## config.mk

```make
export PLATFORM = sky130hd
export DESIGN_NAME = seg_update_master
export DESIGN_NICKNAME = d
export VERILOG_FILES = /design/src/rtl/seg_update_master.sv
export SDC_FILE = /design/constraint.sdc
export NUM_CORES = 1
export LEC_CHECK = 0
export ABC_CLOCK_PERIOD_IN_PS = 3500
export BUFFER_PORTS_ARGS = -buffer_cell sky130_fd_sc_hd__buf_2
export CAP_MARGIN = 10
export CORE_UTILIZATION = 45
export CTS_CLUSTER_SIZE = 40
export DETAILED_ROUTE_END_ITERATION = 8
export PLACE_DENSITY = 0.75
export SLEW_MARGIN = 20
export SYNTH_ARGS = -nofsm -noshare
export SYNTH_HDL_FRONTEND = slang
export SYNTH_SLANG_ARGS = --single-unit
```

## constraint.sdc

```tcl
create_clock -name CLK -period 3.5 [get_ports CLK]
set_input_delay 0.875 -clock CLK [delete_from_list [all_inputs] [get_ports CLK]]
set_output_delay 0.875 -clock CLK [all_outputs]
set_load 0.05 [all_outputs]
```

## src/rtl/seg_update_master.sv

```systemverilog
// -----------------------------------------------------------------------------
// seg_update_master
//
// Second bus master that pushes a packed multi-digit value into the
// memory-mapped seven-segment display peripheral, one byte-wide write per
// digit, to the register window BASE_ADDR .. BASE_ADDR+NUM_DIGITS-1.
//
// Parameters:
//   BASE_ADDR    address of the digit-0 register in the display peripheral
//   NUM_DIGITS   digit registers written per update (1..4)
//
// Ports:
//   CLK           system clock, rising edge
//   RESET         synchronous, active-high reset
//   VALUE_IN      packed digits, digit i = VALUE_IN[4i+3:4i]
//   VALUE_VALID   requester has a value to display (held until VALUE_READY)
//   VALUE_READY   controller can accept a value (IDLE only)
//   BUS_REQ       request for bus ownership (REQ and WRITE)
//   BUS_GNT       bus grant from the processor-side arbiter, may drop any cycle
//   BUS_ADDR      write address, 8'h00 outside WRITE
//   BUS_DATA_OUT  write data {4'h0, digit}, 8'h00 outside WRITE
//   BUS_WE        write strobe
//   BUS_DRIVE     tristate enable for the shared data bus, equals BUS_WE
//   BUSY          an update is in progress
//   DONE          one-cycle pulse after the last digit has been written
// -----------------------------------------------------------------------------
module seg_update_master #(
    parameter logic [7:0]  BASE_ADDR  = 8'hD0,
    parameter int unsigned NUM_DIGITS = 4
) (
    input  logic                    CLK,
    input  logic                    RESET,
    input  logic [4*NUM_DIGITS-1:0] VALUE_IN,
    input  logic                    VALUE_VALID,
    output logic                    VALUE_READY,
    output logic                    BUS_REQ,
    input  logic                    BUS_GNT,
    output logic [7:0]              BUS_ADDR,
    output logic [7:0]              BUS_DATA_OUT,
    output logic                    BUS_WE,
    output logic                    BUS_DRIVE,
    output logic                    BUSY,
    output logic                    DONE
);

    typedef enum logic [1:0] {
        IDLE   = 2'd0,
        REQ    = 2'd1,
        WRITE  = 2'd2,
        FINISH = 2'd3
    } state_t;

    localparam logic [1:0] LAST_IDX = 2'(NUM_DIGITS - 1);

    state_t                  r_state;
    state_t                  w_state_nxt;
    logic [1:0]              r_idx;
    logic [4*NUM_DIGITS-1:0] r_value;

    logic                    w_capture;
    logic                    w_advance;
    logic [3:0]              w_digits [4];
    logic [3:0]              w_digit;

    // Fixed four-entry digit view so the index mux never selects past the
    // captured value when NUM_DIGITS < 4; unused slots read as zero.
    for (genvar g = 0; g < 4; g++) begin : g_digit
        if (g < int'(NUM_DIGITS)) begin : g_used
            assign w_digits[g] = r_value[4*g +: 4];
        end else begin : g_unused
            assign w_digits[g] = '0;
        end
    end

    assign w_digit = w_digits[r_idx];

    // State register
    always_ff @(posedge CLK) begin
        if (RESET) begin
            r_state <= IDLE;
        end else begin
            r_state <= w_state_nxt;
        end
    end

    // Captured value and digit index
    always_ff @(posedge CLK) begin
        if (RESET) begin
            r_value <= '0;
            r_idx   <= '0;
        end else if (w_capture) begin
            r_value <= VALUE_IN;
            r_idx   <= '0;
        end else if (w_advance) begin
            r_idx   <= r_idx + 2'd1;
        end
    end

    // Next-state and outputs
    always_comb begin
        w_state_nxt  = r_state;
        w_capture    = 1'b0;
        w_advance    = 1'b0;
        VALUE_READY  = 1'b0;
        BUS_REQ      = 1'b0;
        BUS_ADDR     = '0;
        BUS_DATA_OUT = '0;
        BUS_WE       = 1'b0;
        BUS_DRIVE    = 1'b0;
        BUSY         = 1'b1;
        DONE         = 1'b0;

        case (r_state)
            IDLE: begin
                VALUE_READY = 1'b1;
                BUSY        = 1'b0;
                if (VALUE_VALID) begin
                    w_capture   = 1'b1;
                    w_state_nxt = REQ;
                end
            end

            REQ: begin
                BUS_REQ = 1'b1;
                if (BUS_GNT) begin
                    w_state_nxt = WRITE;
                end
            end

            WRITE: begin
                BUS_REQ      = 1'b1;
                BUS_ADDR     = BASE_ADDR + {6'b0, r_idx};
                BUS_DATA_OUT = {4'h0, w_digit};
                // Reset wins over a write on the same edge, so the strobe is
                // withheld while RESET is high and no digit lands mid-reset.
                BUS_WE       = BUS_GNT & ~RESET;
                BUS_DRIVE    = BUS_GNT & ~RESET;
                if (BUS_GNT) begin
                    if (r_idx == LAST_IDX) begin
                        w_state_nxt = FINISH;
                    end else begin
                        w_advance = 1'b1;
                    end
                end
            end

            FINISH: begin
                DONE        = 1'b1;
                w_state_nxt = IDLE;
            end

            default: begin
                w_state_nxt = IDLE;
            end
        endcase
    end

endmodule

```

Word level (Yosys, flattened, before mapping) --
Cells that the tools add are included.
Storage, ports and cells: bits in registers 20, input bits 20, logic and storage cells 41
Cells by class: add/subtract/negate cells 2, order comparisons 1, eq/ne operators 8, mux-type cells 20, bitwise gates (word level) 3, reductions and logical operators 4
Operators with widths (count):
- 4-bit two-way mux | 3
- 1-bit two-way mux | 10
- 7-bit by 3-bit adder with 8-bit output, first input constant | 1
- 4-bit binary-select mux with 2-bit select | 1
- 2-bit two-way mux | 4
- 8-bit two-way mux | 1
- 2-bit != test, second input constant | 4
- 2-bit case mux with 4 select lines | 1
- 2-bit equality test, second input constant | 3
- 4-bit AND reduction | 1
- 2-bit OR reduction | 2
- 3-bit >= comparator, second input constant | 1
- 2-bit inverter with 3-bit output | 1
- 2-bit by 1-bit adder with 2-bit output, second input constant | 1
- 2-bit by 1-bit equality test with 1-bit output, second input constant | 1
- 2-bit zero test | 1
- 1-bit AND | 1
- 1-bit inverter | 1

Depth between registers and ports, before layout --
Gate-level depths: netlist of run 1.
depth in word-level cells 5, depth in mapped cells 7, gate-level depth less buffers 5

Worst setup path after synthesis of run 1 --
OpenSTA, ideal clock, no wires.
kind flip-flop to output port, from register r_state[0], to output BUS_WE, arrival time 2210 ps, slack 415 ps, stages on the path, launching flop included 7, path buffers 2, cell sequence dfxtp_1 -> inv_1 -> ha_1 -> buf_6 -> nand2_1 -> nor2_1 -> buf_4
On the way: cells in the longest elaborated chain, start to end 2
Ends and longest elaborated chain:
- start, declared | RTL line 55 | state_t r_state;
- start signal, assigned | RTL line 82 | r_state <= w_state_nxt;
- 2-bit equality test
- 1-bit two-way mux
- end, declared | RTL line 40 | output logic BUS_WE,
No other way between the ends.

Worst setup path in the final report of run 1 --
from register r_idx[0], to output BUS_DATA_OUT[3]
On the way: cells in the longest elaborated chain, start to end 5
Ends and longest elaborated chain:
- start, declared | RTL line 57 | logic [1:0] r_idx;
- start signal, assigned | RTL line 95 | r_idx <= r_idx + 2'd1;
- 2-bit inverter with 3-bit output (not written as such) | RTL line 75 | assign w_digit = w_digits[r_idx];
- 4-bit binary-select mux with 2-bit select | RTL line 75
- 4-bit two-way mux (not written as such) (2 in series) | RTL line 75
- 4-bit two-way mux | RTL line 113 | case (r_state)
- end, declared | RTL line 39 | output logic [7:0] BUS_DATA_OUT,
No other way between the ends. The select of a mux whose other input is x is not followed.

==> flow_summary.json, run 1 <==
{
  "fp-row-count": 17,
  "irDropWorstVdd_v": 0.000460,
  "finClkSkew_ns": 0.00337,
  "drt_pass1_iterations": 2,
  "antenna_cells": 0,
  "grt_pass1_vias": 703,
  "die_area_um2": 2600,
  "drtAntennaViolNets": 0,
  "min_period_ns": 2.67,
  "hold_viol_final": 0,
  "synth_seq_cells": 20,
  "fin_total_pwr_w": 0.000777,
  "criticalPathCategory": "register to primary output",
  "grt_max_degree": 23,
  "ys_async_sr_fraction_pct": 0,
  "startpoint": "r_idx[0]$_SDFFE_PP0P_",
  "p_per_area_nw_per_um2": 639,
  "die_x_um": 51.0,
  "drv_slew": 0,
  "status": "finished, final reports clean",
  "cp_max_fo": 7,
  "netlist_top_cells_area": "dfxtp_1, nand2_1, mux4_2, a21oi_1, buf_4",
  "worst_setup_path_end_kind": "primary output",
  "fin_nets": 177,
  "grt_pass1_wl_mm": 2.93,
  "io-pin-count": 42,
  "crit_path_end": "BUS_DATA_OUT[3]",
  "hpwlAfterDp_mm": 1.34,
  "hold_slack_ns": 0.459,
  "relSlewSlack_pct": 61.9,
  "die_h_um": 51.0,
  "cts_setup_buffers": 0,
  "cts_root_buffer": "clkbuf_4",
  "cts_tree": "built",
  "grt.total_usage_pct": 15.2,
  "required_ns": 2.62,
  "synth_enable_flop_cells": 0,
  "htree_levels": 1,
  "rsz0062_at_grt": "no",
  "synth_warnings": 0,
  "ctsHoldBuffers": 0,
  "yosysTopAreaCell": "dfxtp_1",
  "netlist.area_leader.share_pct": 37.0,
  "port_buffers": 34,
  "startpoint_type": "register",
  "place.gp.congestion": 0.785,
  "start_util_pct": 48.4,
  "clock_latency_ns": 0.30,
  "syn_avg_cell_area_um2": 8.79,
  "path_clk_slew_ns": 0.11,
  "wl_mm": 1.81,
  "r2r-start": "r_state[0]$_SDFFE_PP0P_",
  "syn_inst": 123,
  "rr_worst_depth": 5,
  "min_period_over_period_pct": 76.2,
  "wire_per_inst_um": 10.2,
  "numCtsBuffers": 3,
  "yosysUniqueCellTypes": 26,
  "vias": 838,
  "core-area_um2": 2230,
  "drc": 0,
  "drtIter0Drc": 3,
  "netlist_area_um2": 1080,
  "drv_cap": 0,
  "worst-slew-pin-transition_ns": 0.571,
  "slowest_delay_ns": 0.55,
  "post_cts_resize_count": 0,
  "setup_viol": 0,
  "synthToLayoutAreaGrowth_pct": 12.5,
  "critPathSlowestCell": "dfxtp_1",
  "grt_antenna_before_repair": 0,
  "power.leakage_nw": 0.570,
  "grt-ovfl-total": 0,
  "ys_seq_area_share_pct": 37.0,
  "synth_commonest_cells": "nand2_1, dfxtp_1, a21oi_1, buf_4, ha_1",
  "cp.arrival_ns": 1.79,
  "path_cells": "mux4_2, and2_2, buf_2",
  "max_freq_mhz": 375,
  "timing.setup.tns_ns": 0,
  "holdCritPathClass": "register to register",
  "cts.sinks": 20,
  "worst-r2r-setup-slack_ns": 1.85,
  "r2r_end": "r_state[0]$_SDFFE_PP0P_",
  "drive_above_1_share_pct": 32.7,
  "synth.most_common_cell": "nand2_1",
  "via_per_inst": 4.71,
  "cts_buffer_depth": 2,
  "synth_ff_type": "dfxtp_1"
}
-- where the power goes --
group / switching (W) / internal [W]
Sequential: 0.0000269 / 0.000272
Clock: 0.0000699 / 0.0000634
Combinational: 0.000240 / 0.000105
Total: 0.000336 / 0.000440
-- routing by layer --
layer | vias up | track usage [%] | part of all wire [%]
li1 | 437 | - | -
met1 | 377 | 17.3 | 45
met2 | 22 | 27.0 | 51
met3 | 2 | 1.19 | 3.9
met5 | - | 0 | 0
met4 | 0 | 9.72 | 0.66
-- logic make-up after synthesis --
| logic type | count (synthesis) | share of synthesized area [%] |
|---|---|---|
| xor+xnor | 1 | 0.810 |
| compound gates | 18 | 9.26 |
| other cells | 1 | 0.347 |
| mux | 6 | 10.2 |
| flops | 20 | 37.0 |
| fa+ha+maj | 6 | 6.94 |
| buf+inv | 20 | 13.0 |
| simple gates | 51 | 22.5 |
-- critical path: cells and delay by family (launching register included) --
kind | cells | cell delay, ns
DFF | 1 | 0.55
muxes | 1 | 0.54
and+or+nand+nor | 1 | 0.20
buffers and inverters | 1 | 0.20
-- metrics by stage --
step	instance area (µm²)	util, %	std cells	worst slack (ns)
2_1_floorplan	1100	-	129	0.415
3_3_place_gp	1180	52.8	174	1.08
3_5_place_dp	1180	52.8	174	1.07
4_1_cts	1220	54.5	178	0.793
5_1_grt	1220	54.5	178	0.745
6_report	1220	54.5	178	0.834
-- placed cells by master, fill, tap and decap left out, drive strengths merged, types with 2 or more instances in the layout --
master	instances
a21oi	16
and2	7
buf	34
clkbuf	4
conb	7
dfxtp	20
ha	6
inv	3
mux2i	2
mux4	4
nand2	34
nand2b	2
nor2b	2
nor3	2
-- sequential cells by signal, indices dropped and copies added, names as in the netlist --
name,count
r_idx,2
r_state,2
r_value,16
-- area by class of cell --
| cell class | instances | area, µm² |
|---|---|---|
| repair buffers | 34 | 170 |
| flip-flops and latches | 20 | 400 |
| multi-input cells | 89 | 563 |
| inverters | 3 | 11.3 |
| clock buffers | 4 | 36.3 |
| fillers | 230 | 1020 |
| well taps | 28 | 35.0 |
-- worst min-delay path by stage --
stage                                         from                       end  slack (ns)  cells after the start
after floorplan           r_value[10]$_SDFFE_PP0P_  r_value[10]$_SDFFE_PP0P_        0.43                      2
final                      r_value[8]$_SDFFE_PP0P_   r_value[8]$_SDFFE_PP0P_        0.46                      2
after detailed placement  r_value[10]$_SDFFE_PP0P_  r_value[10]$_SDFFE_PP0P_        0.44                      2
after global routing      r_value[11]$_SDFFE_PP0P_  r_value[11]$_SDFFE_PP0P_        0.48                      2
after CTS                 r_value[10]$_SDFFE_PP0P_  r_value[10]$_SDFFE_PP0P_        0.46                      2
after global placement    r_value[10]$_SDFFE_PP0P_  r_value[10]$_SDFFE_PP0P_        0.44                      2
Power figures use the tool's default switching activity.
==> run 2, diff against run 1 <==
Settings changed: ABC_CLOCK_PERIOD_IN_PS 3500 to 2800.
Clock period 3.5 ns to 2.8 ns, I/O delays scaled along.
==> run 2 against run 1 <==
Net effect: sequential share of layout area is 0.068 points lower; cell count stayed put; clock skew hardly changed; sequential cell count stayed put; first-iteration DRC count grew to 4.7 times the previous value; critical endpoint unchanged; largest cell class unchanged; clock-buffer cell count stayed put; critical path depth stayed put; critical path type unchanged.
==> flow_summary.json, run 2 (synthesis results as in run 1) <==
{
  "path_clk_slew_ns": 0.11,
  "setup_ws_ns": 0.333,
  "largest_reg_flops": 16,
  "p_per_area_nw_per_um2": 796,
  "synthToLayoutAreaGrowth_pct": 12.7,
  "critPathBufInv": 1,
  "reg_top3": "r_value x16, r_idx x2, r_state x2",
  "drc": 0,
  "port_buffers": 34,
  "drv_slew": 0,
  "place.gp.congestion": 0.815,
  "hpwlAfterDp_mm": 1.42,
  "io-pin-count": 42,
  "vias": 860,
  "status": "finished, final reports clean",
  "min_period_ns": 2.47,
  "crit_family": "multiplexers",
  "cp_max_fo": 7,
  "rsz0062_at_grt": "no",
  "fillers": 221,
  "cts.sinks": 20,
  "fp-row-count": 17,
  "cts_root_buffer": "clkbuf_4",
  "drive_above_1_share_pct": 33.3,
  "start_util_pct": 48.4,
  "placedCellCount": 174,
  "startpoint": "r_idx[0]$_SDFFE_PP0P_",
  "relSlewSlack_pct": 58.7,
  "worst-r2r-setup-slack_ns": 1.15,
  "worstHoldStart": "r_value[4]$_SDFFE_PP0P_",
  "holdCritPathClass": "register to register",
  "rr_worst_depth": 5,
  "grt_pass1_vias": 799,
  "htree_levels": 1,
  "power.leakage_nw": 0.570,
  "crit_path_end": "BUS_DATA_OUT[3]",
  "post_cts_resize_count": 0,
  "path_cells": "mux4_2, and2_2, buf_2",
  "die_h_um": 51.0,
  "worst-slew-pin-transition_ns": 0.619,
  "drt_pass1_iterations": 4,
  "grt-ovfl-total": 0,
  "wire_per_inst_um": 10.6,
  "critPathSlowestCell": "mux4_2",
  "pre_cts_ws_ns": 0.646,
  "cts_tree": "built",
  "fin_nets": 177,
  "irDropWorstVdd_v": 0.000386,
  "fin_cells": 178,
  "startpoint_type": "register",
  "required_ns": 2.10,
  "die_area_um2": 2600,
  "drtAntennaViolNets": 0,
  "timing.setup.tns_ns": 0,
  "cp.depth": 3,
  "setup_viol": 0,
  "die_x_um": 51.0,
  "cts_setup_buffers": 0,
  "hold_viol_final": 0,
  "worst_setup_path_end_kind": "primary output",
  "slowest_delay_ns": 0.54,
  "cp.arrival_ns": 1.77,
  "core-area_um2": 2230,
  "numCtsBuffers": 3,
  "drtIter0Drc": 14,
  "drv_cap": 0,
  "clock_latency_ns": 0.29,
  "r2r_end": "r_state[0]$_SDFFE_PP0P_",
  "cts_buffer_depth": 2,
  "grt_antenna_before_repair": 0,
  "criticalPathCategory": "register to primary output",
  "mostFrequentLayoutCells": "nand2_1, buf_2, dfxtp_1",
  "grt.total_usage_pct": 16.9,
  "min_period_over_period_pct": 88.1,
  "ctsHoldBuffers": 0,
  "grt_pass1_wl_mm": 3.35,
  "grt_max_degree": 23,
  "wl_mm": 1.90,
  "hold_path_depth": 2,
  "largest-register": "r_value",
  "r2r-start": "r_state[0]$_SDFFE_PP0P_",
  "via_per_inst": 4.83,
  "antenna_cells": 0,
  "finClkSkew_ns": 0.00289,
  "max_freq_mhz": 405
}
[run 2: worst min path at each step]
stage                               end  slack [ns]
2_1_floorplan  r_value[10]$_SDFFE_PP0P_        0.43
3_3_place_gp    r_value[4]$_SDFFE_PP0P_        0.44
3_5_place_dp    r_value[4]$_SDFFE_PP0P_        0.45
4_1_cts         r_value[4]$_SDFFE_PP0P_        0.46
5_1_grt         r_value[7]$_SDFFE_PP0P_        0.49
6_report        r_value[4]$_SDFFE_PP0P_        0.46
[run 2: final cells by class]
class                      count  area, µm²  share of cell area, %
clock buffer                   4       36.3                   2.98
inverter                       3       11.3                  0.924
multi-input combinational     89        566                   46.4
sequential                    20        400                   32.9
tap                           28       35.0                   2.87
timing repair buffer          34        170                   14.0
[run 2: worst min-delay path: cells and delay by family (launching register included)]
| kind | cells | cell delay (ns) |
|---|---|---|
| flip-flops | 1 | 0.32 |
| AND/OR/NAND/NOR | 1 | 0.05 |
| AO/OA/AOI/OAI | 1 | 0.05 |
[run 2: through the flow]
stage	area, µm²	hold WS [ns]	util (%)	power [W]
after floorplan	1110	0.433	-	0.000769
after global placement	1180	0.442	52.9	0.000806
after detailed placement	1180	0.445	52.9	0.000818
after CTS	1220	0.461	54.6	0.000979
after global routing	1220	0.485	54.6	0.00104
final	1220	0.461	54.6	0.000971
[run 2: where the power goes]
| group | internal, W | total, W | leakage, nW | switching [W] |
|---|---|---|---|---|
| registers | 0.000340 | 0.000373 | 0.164 | 0.0000332 |
| logic | 0.000132 | 0.000433 | 0.385 | 0.000302 |
| clock network | 0.0000791 | 0.000164 | 0.0210 | 0.0000853 |
[run 2: routing by layer]
layer	routed length, µm	GRT usage [%]
met5	0	0
met4	12	6.48
met3	68	1.79
met2	953	29.4
met1	860	21.3
